==> src/rtl/config_stream_loader.sv <==
// config_stream_loader
//
// Upstream configuration stage for the fabric tile. Receives a byte-serial,
// sync-prefixed, XOR-checksummed configuration frame and produces the logic
// tile memory word and the switch box configure word. Payload bytes are
// staged in a shadow register and committed atomically only when the trailing
// checksum byte matches, so downstream never sees a partial configuration.
//
// Frame: SYNC_BYTE, NBYTES payload bytes (LSB byte first), XOR of payload.
// Payload layout: [LT_BITS-1:0] lt_mem, [LT_BITS+SB_BITS-1:LT_BITS]
// sb_configure, remaining high bits of the last byte are pad.
//
// Ports:
//   clock        in   system clock, rising edge
//   reset        in   asynchronous active-high reset
//   data_in      in   stream byte
//   data_valid   in   data_in valid this cycle
//   data_ready   out  loader accepts a byte this cycle (low during commit)
//   lt_mem       out  committed logic tile configuration
//   sb_configure out  committed switch box configuration
//   cfg_valid    out  high once any frame has been committed
//   cfg_done     out  one-cycle pulse on commit
//   cfg_error    out  sticky checksum-failure flag, cleared by a good commit

`timescale 1ns/1ps

module config_stream_loader #(
    parameter int          LT_BITS   = 33,
    parameter int          SB_BITS   = 8,
    parameter logic [7:0]  SYNC_BYTE = 8'hA5
) (
    input  logic               clock,
    input  logic               reset,
    input  logic [7:0]         data_in,
    input  logic               data_valid,
    output logic               data_ready,
    output logic [LT_BITS-1:0] lt_mem,
    output logic [SB_BITS-1:0] sb_configure,
    output logic               cfg_valid,
    output logic               cfg_done,
    output logic               cfg_error
);

    localparam int P      = LT_BITS + SB_BITS;
    localparam int NBYTES = (P + 7) / 8;
    localparam int CNT_W  = (NBYTES > 1) ? $clog2(NBYTES) : 1;

    typedef enum logic [1:0] {
        IDLE,
        LOAD,
        CHECK,
        COMMIT
    } state_t;

    state_t           state;
    state_t           state_next;
    logic [CNT_W-1:0] byte_cnt;
    logic [7:0]       csum;
    logic [P-1:0]     shadow;

    logic accept;
    logic ready_state;
    logic start_frame;
    logic load_byte;
    logic set_error;
    logic do_commit;

    // Ready is forced low while reset is held so nothing is consumed then.
    assign data_ready = ready_state && !reset;
    assign accept     = data_valid && data_ready;

    always_comb begin
        state_next  = state;
        ready_state = 1'b1;
        start_frame = 1'b0;
        load_byte   = 1'b0;
        set_error   = 1'b0;
        do_commit   = 1'b0;
        case (state)
            IDLE: begin
                if (accept && (data_in == SYNC_BYTE)) begin
                    start_frame = 1'b1;
                    state_next  = LOAD;
                end
            end
            LOAD: begin
                // A sync-valued byte here is payload, not a restart.
                if (accept) begin
                    load_byte = 1'b1;
                    if (byte_cnt == CNT_W'(NBYTES - 1)) begin
                        state_next = CHECK;
                    end
                end
            end
            CHECK: begin
                if (accept) begin
                    if (data_in == csum) begin
                        state_next = COMMIT;
                    end else begin
                        set_error  = 1'b1;
                        state_next = IDLE;
                    end
                end
            end
            COMMIT: begin
                ready_state = 1'b0;
                do_commit   = 1'b1;
                state_next  = IDLE;
            end
            default: begin
                state_next = IDLE;
            end
        endcase
    end

    always_ff @(posedge clock or posedge reset) begin
        if (reset) begin
            state        <= IDLE;
            byte_cnt     <= '0;
            csum         <= '0;
            shadow       <= '0;
            lt_mem       <= '0;
            sb_configure <= '0;
            cfg_valid    <= 1'b0;
            cfg_done     <= 1'b0;
            cfg_error    <= 1'b0;
        end else begin
            state    <= state_next;
            cfg_done <= do_commit;

            if (start_frame) begin
                byte_cnt <= '0;
                csum     <= '0;
            end

            if (load_byte) begin
                // Per-bit write keeps the shadow exactly P bits wide; pad bits
                // of the final byte simply have no destination.
                for (int j = 0; j < P; j++) begin
                    if (byte_cnt == CNT_W'(j / 8)) begin
                        shadow[j] <= data_in[j % 8];
                    end
                end
                csum     <= csum ^ data_in;
                byte_cnt <= byte_cnt + CNT_W'(1);
            end

            if (set_error) begin
                cfg_error <= 1'b1;
            end

            if (do_commit) begin
                lt_mem       <= shadow[LT_BITS-1:0];
                sb_configure <= shadow[P-1:LT_BITS];
                cfg_valid    <= 1'b1;
                cfg_error    <= 1'b0;
            end
        end
    end

endmodule
==> config.mk <==
export PLATFORM = sky130hd
export DESIGN_NAME = config_stream_loader
export DESIGN_NICKNAME = d
export VERILOG_FILES = /design/src/rtl/config_stream_loader.sv
export SDC_FILE = /design/constraint.sdc
export NUM_CORES = 1
export LEC_CHECK = 0
export CORE_MARGIN = 5
export CORE_UTILIZATION = 50
export CTS_BUF_LIST = sky130_fd_sc_hd__clkbuf_2 sky130_fd_sc_hd__clkbuf_4 sky130_fd_sc_hd__clkbuf_8
export CTS_CLUSTER_SIZE = 30
export DETAILED_ROUTE_END_ITERATION = 6
export PLACE_DENSITY = 0.86
export SLEW_MARGIN = 20
export SYNTH_ARGS = -nofsm -noshare
export SYNTH_HDL_FRONTEND = slang
export SYNTH_SLANG_ARGS = --single-unit
export TNS_END_PERCENT = 20
==> constraint.sdc <==
create_clock -name clock -period 5.05 [get_ports clock]
set_input_delay 1.01 -clock clock [delete_from_list [all_inputs] [get_ports clock]]
set_output_delay 1.01 -clock clock [all_outputs]
set_load 0.01 [all_outputs]
==> impl_metrics.xml <==
<?xml version="1.0" encoding="UTF-8"?>
<metrics>
  <group name="layout">
    <metric name="finish.utilization" unit="">0.630</metric>
    <metric name="multi_input_area" unit="µm²">1450</metric>
    <metric name="fillCellCount" unit="">573</metric>
    <metric name="antenna_cells_inserted" unit="">0</metric>
    <metric name="layout.nets" unit="">343</metric>
    <metric name="layout.area.seq" unit="µm²">2450</metric>
    <metric name="area.growth.synth_to_final" unit="%">23.2</metric>
    <metric name="final_layout_size_suffix_gt1_frac" unit="">0.274</metric>
  </group>
  <group name="synth">
    <metric name="post_synth_main_area_contributors" unit="">dfrtp_1, mux2_2, mux2_1</metric>
    <metric name="synth_area_per_cell" unit="µm²">14.8</metric>
    <metric name="synthesis.area" unit="µm²">3950</metric>
    <metric name="ys_seq_area_frac" unit="">0.621</metric>
    <metric name="cell_type_with_the_highest_aggregate_area_in_the_netlist" unit="">dfrtp_1</metric>
    <metric name="synth_warnings" unit="">0</metric>
    <metric name="synthesis.instances" unit="">267</metric>
    <metric name="synth_cell_type_count" unit="">30</metric>
    <metric name="synthDominantCellAreaShare" unit="">0.621</metric>
    <metric name="synthesis.nets" unit="">283</metric>
    <metric name="yosys_register_bits" unit="">98</metric>
  </group>
  <group name="drt">
    <metric name="wl_per_cell" unit="µm">17.7</metric>
    <metric name="drc_errors" unit="">0</metric>
    <metric name="postRouteAntennaNets" unit="">0</metric>
    <metric name="first_iter_violations" unit="">112</metric>
    <metric name="via_count" unit="">2305</metric>
    <metric name="drt_first_pass_iters" unit="">4</metric>
    <metric name="routed_via_density" unit="">5.31</metric>
    <metric name="detail_route.wirelength" unit="µm">7700</metric>
  </group>
  <group name="timing">
    <metric name="tightestPinTransition" unit="ps">872</metric>
    <metric name="fin_crit_sh" unit="">0.721</metric>
    <metric name="total_count_of_hold_check_failures_in_the_final_report" unit="">0</metric>
    <metric name="unrepaired_setup_endpoints_after_global_routing" unit="">false</metric>
    <metric name="achievable-frequency" unit="MHz">275</metric>
    <metric name="rel_slew_slack" unit="">0.419</metric>
    <metric name="timing.final.setup_violations" unit="">0</metric>
    <metric name="timing.clock.skew" unit="ps">7.44</metric>
    <metric name="final-max-slew-violation-count" unit="">0</metric>
    <metric name="fin_crit" unit="ps">3640</metric>
    <metric name="tns" unit="ps">0</metric>
  </group>
  <group name="worst_hold_path">
    <metric name="whs_path_depth" unit="">1</metric>
    <metric name="hold_path.startpoint" unit="">cfg_valid</metric>
    <metric name="hold_class" unit="">flop to flop</metric>
    <metric name="worst_hold_endpoint" unit="">cfg_valid</metric>
  </group>
  <group name="outcome">
    <metric name="outcome" unit="">finished clean</metric>
  </group>
  <group name="global_route">
    <metric name="grt_overflow_total" unit="">0</metric>
    <metric name="maximum_number_of_pins_on_one_net_before_global_route_repair" unit="">75</metric>
    <metric name="number_of_antenna_violations_at_the_first_check_in_global_routing" unit="">0</metric>
    <metric name="grt-busiest-layer" unit="">met2</metric>
    <metric name="grtUsageMet2" unit="">0.257</metric>
    <metric name="groute.layer.met1.usage" unit="">0.234</metric>
    <metric name="use_met3" unit="">0.0361</metric>
    <metric name="grt_pass1_wl" unit="µm">12800</metric>
    <metric name="gr-usage-all-layers" unit="">0.170</metric>
    <metric name="grt_pass1_vias" unit="">2447</metric>
  </group>
  <group name="floorplanning">
    <metric name="effective_utilization_at_floorplan" unit="">0.511</metric>
    <metric name="ioPinCount" unit="">56</metric>
    <metric name="dieWidth" unit="µm">98.9</metric>
    <metric name="die_h" unit="µm">98.9</metric>
    <metric name="number_of_cell_rows" unit="">32</metric>
    <metric name="fp.dieArea" unit="µm²">9780</metric>
    <metric name="design.core.area" unit="µm²">7730</metric>
  </group>
  <group name="clocking">
    <metric name="insertion_delay" unit="ps">360</metric>
    <metric name="numCtsBuffers" unit="">9</metric>
    <metric name="holdBufCountCts" unit="">0</metric>
    <metric name="cts_setup_buffers" unit="">0</metric>
    <metric name="root_buffer" unit="">clkbuf_8</metric>
    <metric name="htree_levels" unit="">3</metric>
    <metric name="clock_sink_count" unit="">98</metric>
    <metric name="tritoncts" unit="">built</metric>
    <metric name="clk_path_buf_depth" unit="">2</metric>
    <metric name="cts-resized-gates" unit="">0</metric>
    <metric name="cts.clk_slew.worst_paths" unit="ps">90</metric>
  </group>
  <group name="setup_path">
    <metric name="endpoint_kind" unit="">output pin</metric>
    <metric name="timing.rr.end" unit="">lt_mem[17]</metric>
    <metric name="reg2reg_slack" unit="ps">2980</metric>
    <metric name="worst-r2r-cell-count" unit="">4</metric>
    <metric name="start_kind" unit="">flop</metric>
    <metric name="worst_r2r_startpoint" unit="">state[0]</metric>
    <metric name="required" unit="ps">4040</metric>
    <metric name="crit_type" unit="">flop to output pin</metric>
    <metric name="critical_path_arrival" unit="ps">2630</metric>
    <metric name="crit_fanout" unit="">30</metric>
  </group>
  <group name="power_and_ir_drop">
    <metric name="power.ir.vdd_worst" unit="mV">0.163</metric>
    <metric name="power_density" unit="nW/µm²">318</metric>
    <metric name="leakage" unit="nW">2.45</metric>
  </group>
  <group name="place">
    <metric name="dpl.hpwl" unit="µm">5180</metric>
    <metric name="numPortBuffers" unit="">55</metric>
    <metric name="gp_congestion" unit="">0.847</metric>
  </group>
  <group name="run">
    <metric name="timing.max_cap.violations" unit="">0</metric>
  </group>
</metrics>
-- worst max-delay path, cell delays in order, from the launching register on --
cell and delay [ps]:
dfrtp_1 460, nand2_1 100, buf_4 350, clkinv_1 580, nor2_1 220, clkdlybuf4s50_1 560
-- per-layer routing --
layer,vias to the layer above,part of all wire,wire (µm)
met5,-,0,0
met4,0,0.027,209
met3,19,0.048,372
met2,59,0.47,3620
met1,1166,0.45,3500
li1,1061,-,-
-- report_power, final --
group / leakage (nW) / switching, W / internal [W] / total, W
logic: 0.978 / 0.0000635 / 0.0000428 / 0.000106
clock network: 0.118 / 0.000274 / 0.000334 / 0.000608
registers: 1.35 / 0.0000220 / 0.000810 / 0.000832
-- how the worst max path moves through the flow --
| stage | cells past startpoint | slack [ps] | start | to |
|---|---|---|---|---|
| 2_1_floorplan | 1 | 1480 | reset | byte_cnt[0] |
| 3_5_place_dp | 5 | 1740 | state[0] | data_ready |
| 4_1_cts | 5 | 1350 | state[0] | data_ready |
| 3_3_place_gp | 5 | 1800 | state[0] | data_ready |
| 6_report | 5 | 1410 | state[0] | data_ready |
| 5_1_grt | 5 | 1170 | state[0] | data_ready |
-- cell families (layout without fill, tap and decap cells) --
| kind of cell | count (synthesis) | count (layout) | synth area share |
|---|---|---|---|
| fa+ha+maj | 5 | 5 | 0.0158 |
| xor+xnor | 8 | 8 | 0.0177 |
| buf+inv | 14 | 79 | 0.0152 |
| simple gates | 42 | 42 | 0.0621 |
| compound gates | 18 | 18 | 0.0272 |
| flops | 98 | 98 | 0.621 |
| mux | 82 | 82 | 0.241 |
-- sequential cells by signal, summed over array words and instances (netlist names) --
name          flops
byte_cnt          3
state             2
cfg_done          1
sb_configure      8
lt_mem           33
shadow           41
cfg_valid         1
cfg_error         1
csum              8
-- Yosys cell counts, drive strengths merged --
master and n:
nor2b 2, o22ai 2, clkbuf 3, and2 2, nand2 17, xor2 8, and3 2, nor2 2
o21a 1, inv 4, nor4 2, a32o 1, buf 6, dfrtp 98, a21oi 2, o21ai 9
nor4bb 3, clkinv 1, ha 5, mux2 82, a41o 1, nand2b 2, nand3 8, a31oi 2
nor3b 1, nand4b 1
-- cell usage in the layout, fill, tap and decap left out, drive strengths merged --
master         count
nand2             17
inv                6
clkinv             1
o21a               1
nand3              8
o22ai              2
bufinv             3
dfrtp             98
ha                 5
mux2              82
a41o               1
nor3b              1
nand4b             1
nor4bb             3
o21ai              9
a21oi              2
buf                3
clkdlybuf4s50     55
and3               2
nor2b              2
clkbuf             9
nor2               2
a32o               1
nor4               2
a31oi              2
clkinvlp           2
xor2               8
nand2b             2
and2               2
-- cell type report --
type	instances	share of cell area
inverters	5	0.00437
repair buffers	58	0.118
clock inverters	7	0.0257
flip-flops and latches	98	0.504
well taps	102	0.0262
multi-input cells	155	0.297
clock buffers	9	0.0254
-- metrics by stage --
stage / hold WS, ps / std cells / setup slack, ps / instance area, µm² / power [W]
after floorplan: 459 / 267 / 1480 / 3950 / 0.000913
after global placement: 453 / 418 / 1800 / 4620 / 0.000947
after detailed placement: 479 / 418 / 1740 / 4620 / 0.000954
after CTS: 496 / 434 / 1350 / 4870 / 0.00156
after global routing: 512 / 434 / 1170 / 4870 / 0.00161
final: 497 / 434 / 1410 / 4870 / 0.00155
No activity file was read; power rests on OpenSTA's default activity.
==> edit: new RTL, same flow settings <==
Reset style: synchronous (`reset`), changed in one clocked block. Comments in the files are not updated.
--- a/src/rtl/config_stream_loader.sv
+++ b/src/rtl/config_stream_loader.sv
@@ -114,5 +114,5 @@
     end
 
-    always_ff @(posedge clock or posedge reset) begin
+    always_ff @(posedge clock) begin
         if (reset) begin
             state        <= IDLE;
Function: differs if reset is asserted again (counterexample within 10 cycles, from zero or initial values and one cycle with reset high); with reset held inactive, the same outputs for 10 cycles.
==> edit against the unedited design <==
  * Worst setup slack gained 0.34 ns
  * Sequential share of layout area shrank 6.0 points
  * Wire length grew 5.4%
  * First-iteration DRC count grew 58%
  * Area after synthesis shrank 8.2%
  * Register-to-register slack lost 0.32 ns
  * Worst hold slack lost 0.037 ns
  * Sequential cell count is the same
  * Design area shrank 9.2%
  * Global-route usage grew 1.7 points
  * Largest cell class unchanged
Power is not compared: it rests on default switching activity, and its combinational part moved more than twofold at a synthesized area within 25%.
==> edit: results <==
[outcome]
status = "finished clean"

[synthesis]
synth-main-ff-cell = "dfxtp_1"
ys_top_cells_by_count = "dfxtp_1 (98), nand2_1 (65), a22o_1 (42)"
async_reset_ff_frac = 0
ys_seq_area_frac = 0.5409
synth_area_per_cell_sq_um = 9.571
post_synth_num_cell_types = 35

[final_layout]
num-nonclk-inverters = 7
fillCellCount = 562
seq_cell_count = 98
seq_share = 0.4439

[place]
place_hpwl_mm = 5.322
place.gp.congestion = 0.8267
dpl.cell_count = 503

[worst_setup_path]
cp_slowest_cell = "clkdlybuf4s50_1"
arrival_ns = 2.29

[grt]
grt_first_pass_wirelength_mm = 13.34
grt_pass1_vias = 2800
grtUsageTotal = 0.1868
grt_max_degree = 54

[timing]
tightest_slew_ns = 0.8380

[drt]
wl_met3_um = 506
route.met2.wl_mm = 4.172
wirelength_mm = 8.113
m1WireLength_mm = 3.300
routed_via_density = 5.458

[power_and_ir_drop]
power.total_mw = 1.383
[edit: cell types whose count changed after synthesis, sizes merged, moves of 8 or more]
cell    change
a22o       +42
clkbuf     +13
dfxtp      +98
mux2       -82
nand2      +48
mux2i      +12
nor2       +13
a21oi      +32
o21ai       +8
buf        +10
dfrtp      -98
[edit: per-stage QoR]
step / hold slack (ns) / area (sq um) / util / setup slack (ns)
CTS: 0.4594 / 4392 / 0.6120 / 1.327
global route: 0.4852 / 4419 / 0.6159 / 1.700
global placement: 0.4432 / 4161 / 0.5799 / 1.389
floorplan: 0.4360 / 3627 / - / 2.354
detailed placement: 0.4464 / 4161 / 0.5799 / 1.326
finish: 0.4599 / 4419 / 0.6159 / 1.747
[edit: cell families (layout without fill, tap and decap cells)]
group | after synthesis | count (layout) | synth area share
AO/OA/AOI/OAI | 101 | 101 | 0.1911
XOR/XNOR | 8 | 8 | 0.01932
adder cells (fa/ha/maj) | 5 | 5 | 0.01725
buffers and inverters | 39 | 81 | 0.05071
flip-flops | 98 | 98 | 0.5409
multiplexers | 12 | 12 | 0.03312
AND/OR/NAND/NOR | 116 | 116 | 0.1476
[edit: per-layer routing]
layer  track usage  vias to the layer above
li1              -                     1386
met1        0.2185                     1360
met2        0.3359                       76
met3       0.02762                       16
met4       0.08293                        0
met5             0                        -
[edit: tightest hold or removal path, delay by kind of cell, from the launching register on]
kind	cells	cell delay [ns]
flip-flops	1	0.32
AND/OR/NAND/NOR	1	0.05
AO/OA/AOI/OAI	1	0.05
[edit: path summary, 6_finish.rpt]
check               endpoint  slack, ns       start  cells past startpoint
setup / recovery  data_ready       1.75       reset                      4
hold / removal    shadow[10]       0.46  shadow[10]                      2
setup reg to reg  shadow[37]       2.66    state[0]                      4
hold reg to reg   shadow[10]       0.46  shadow[10]                      2
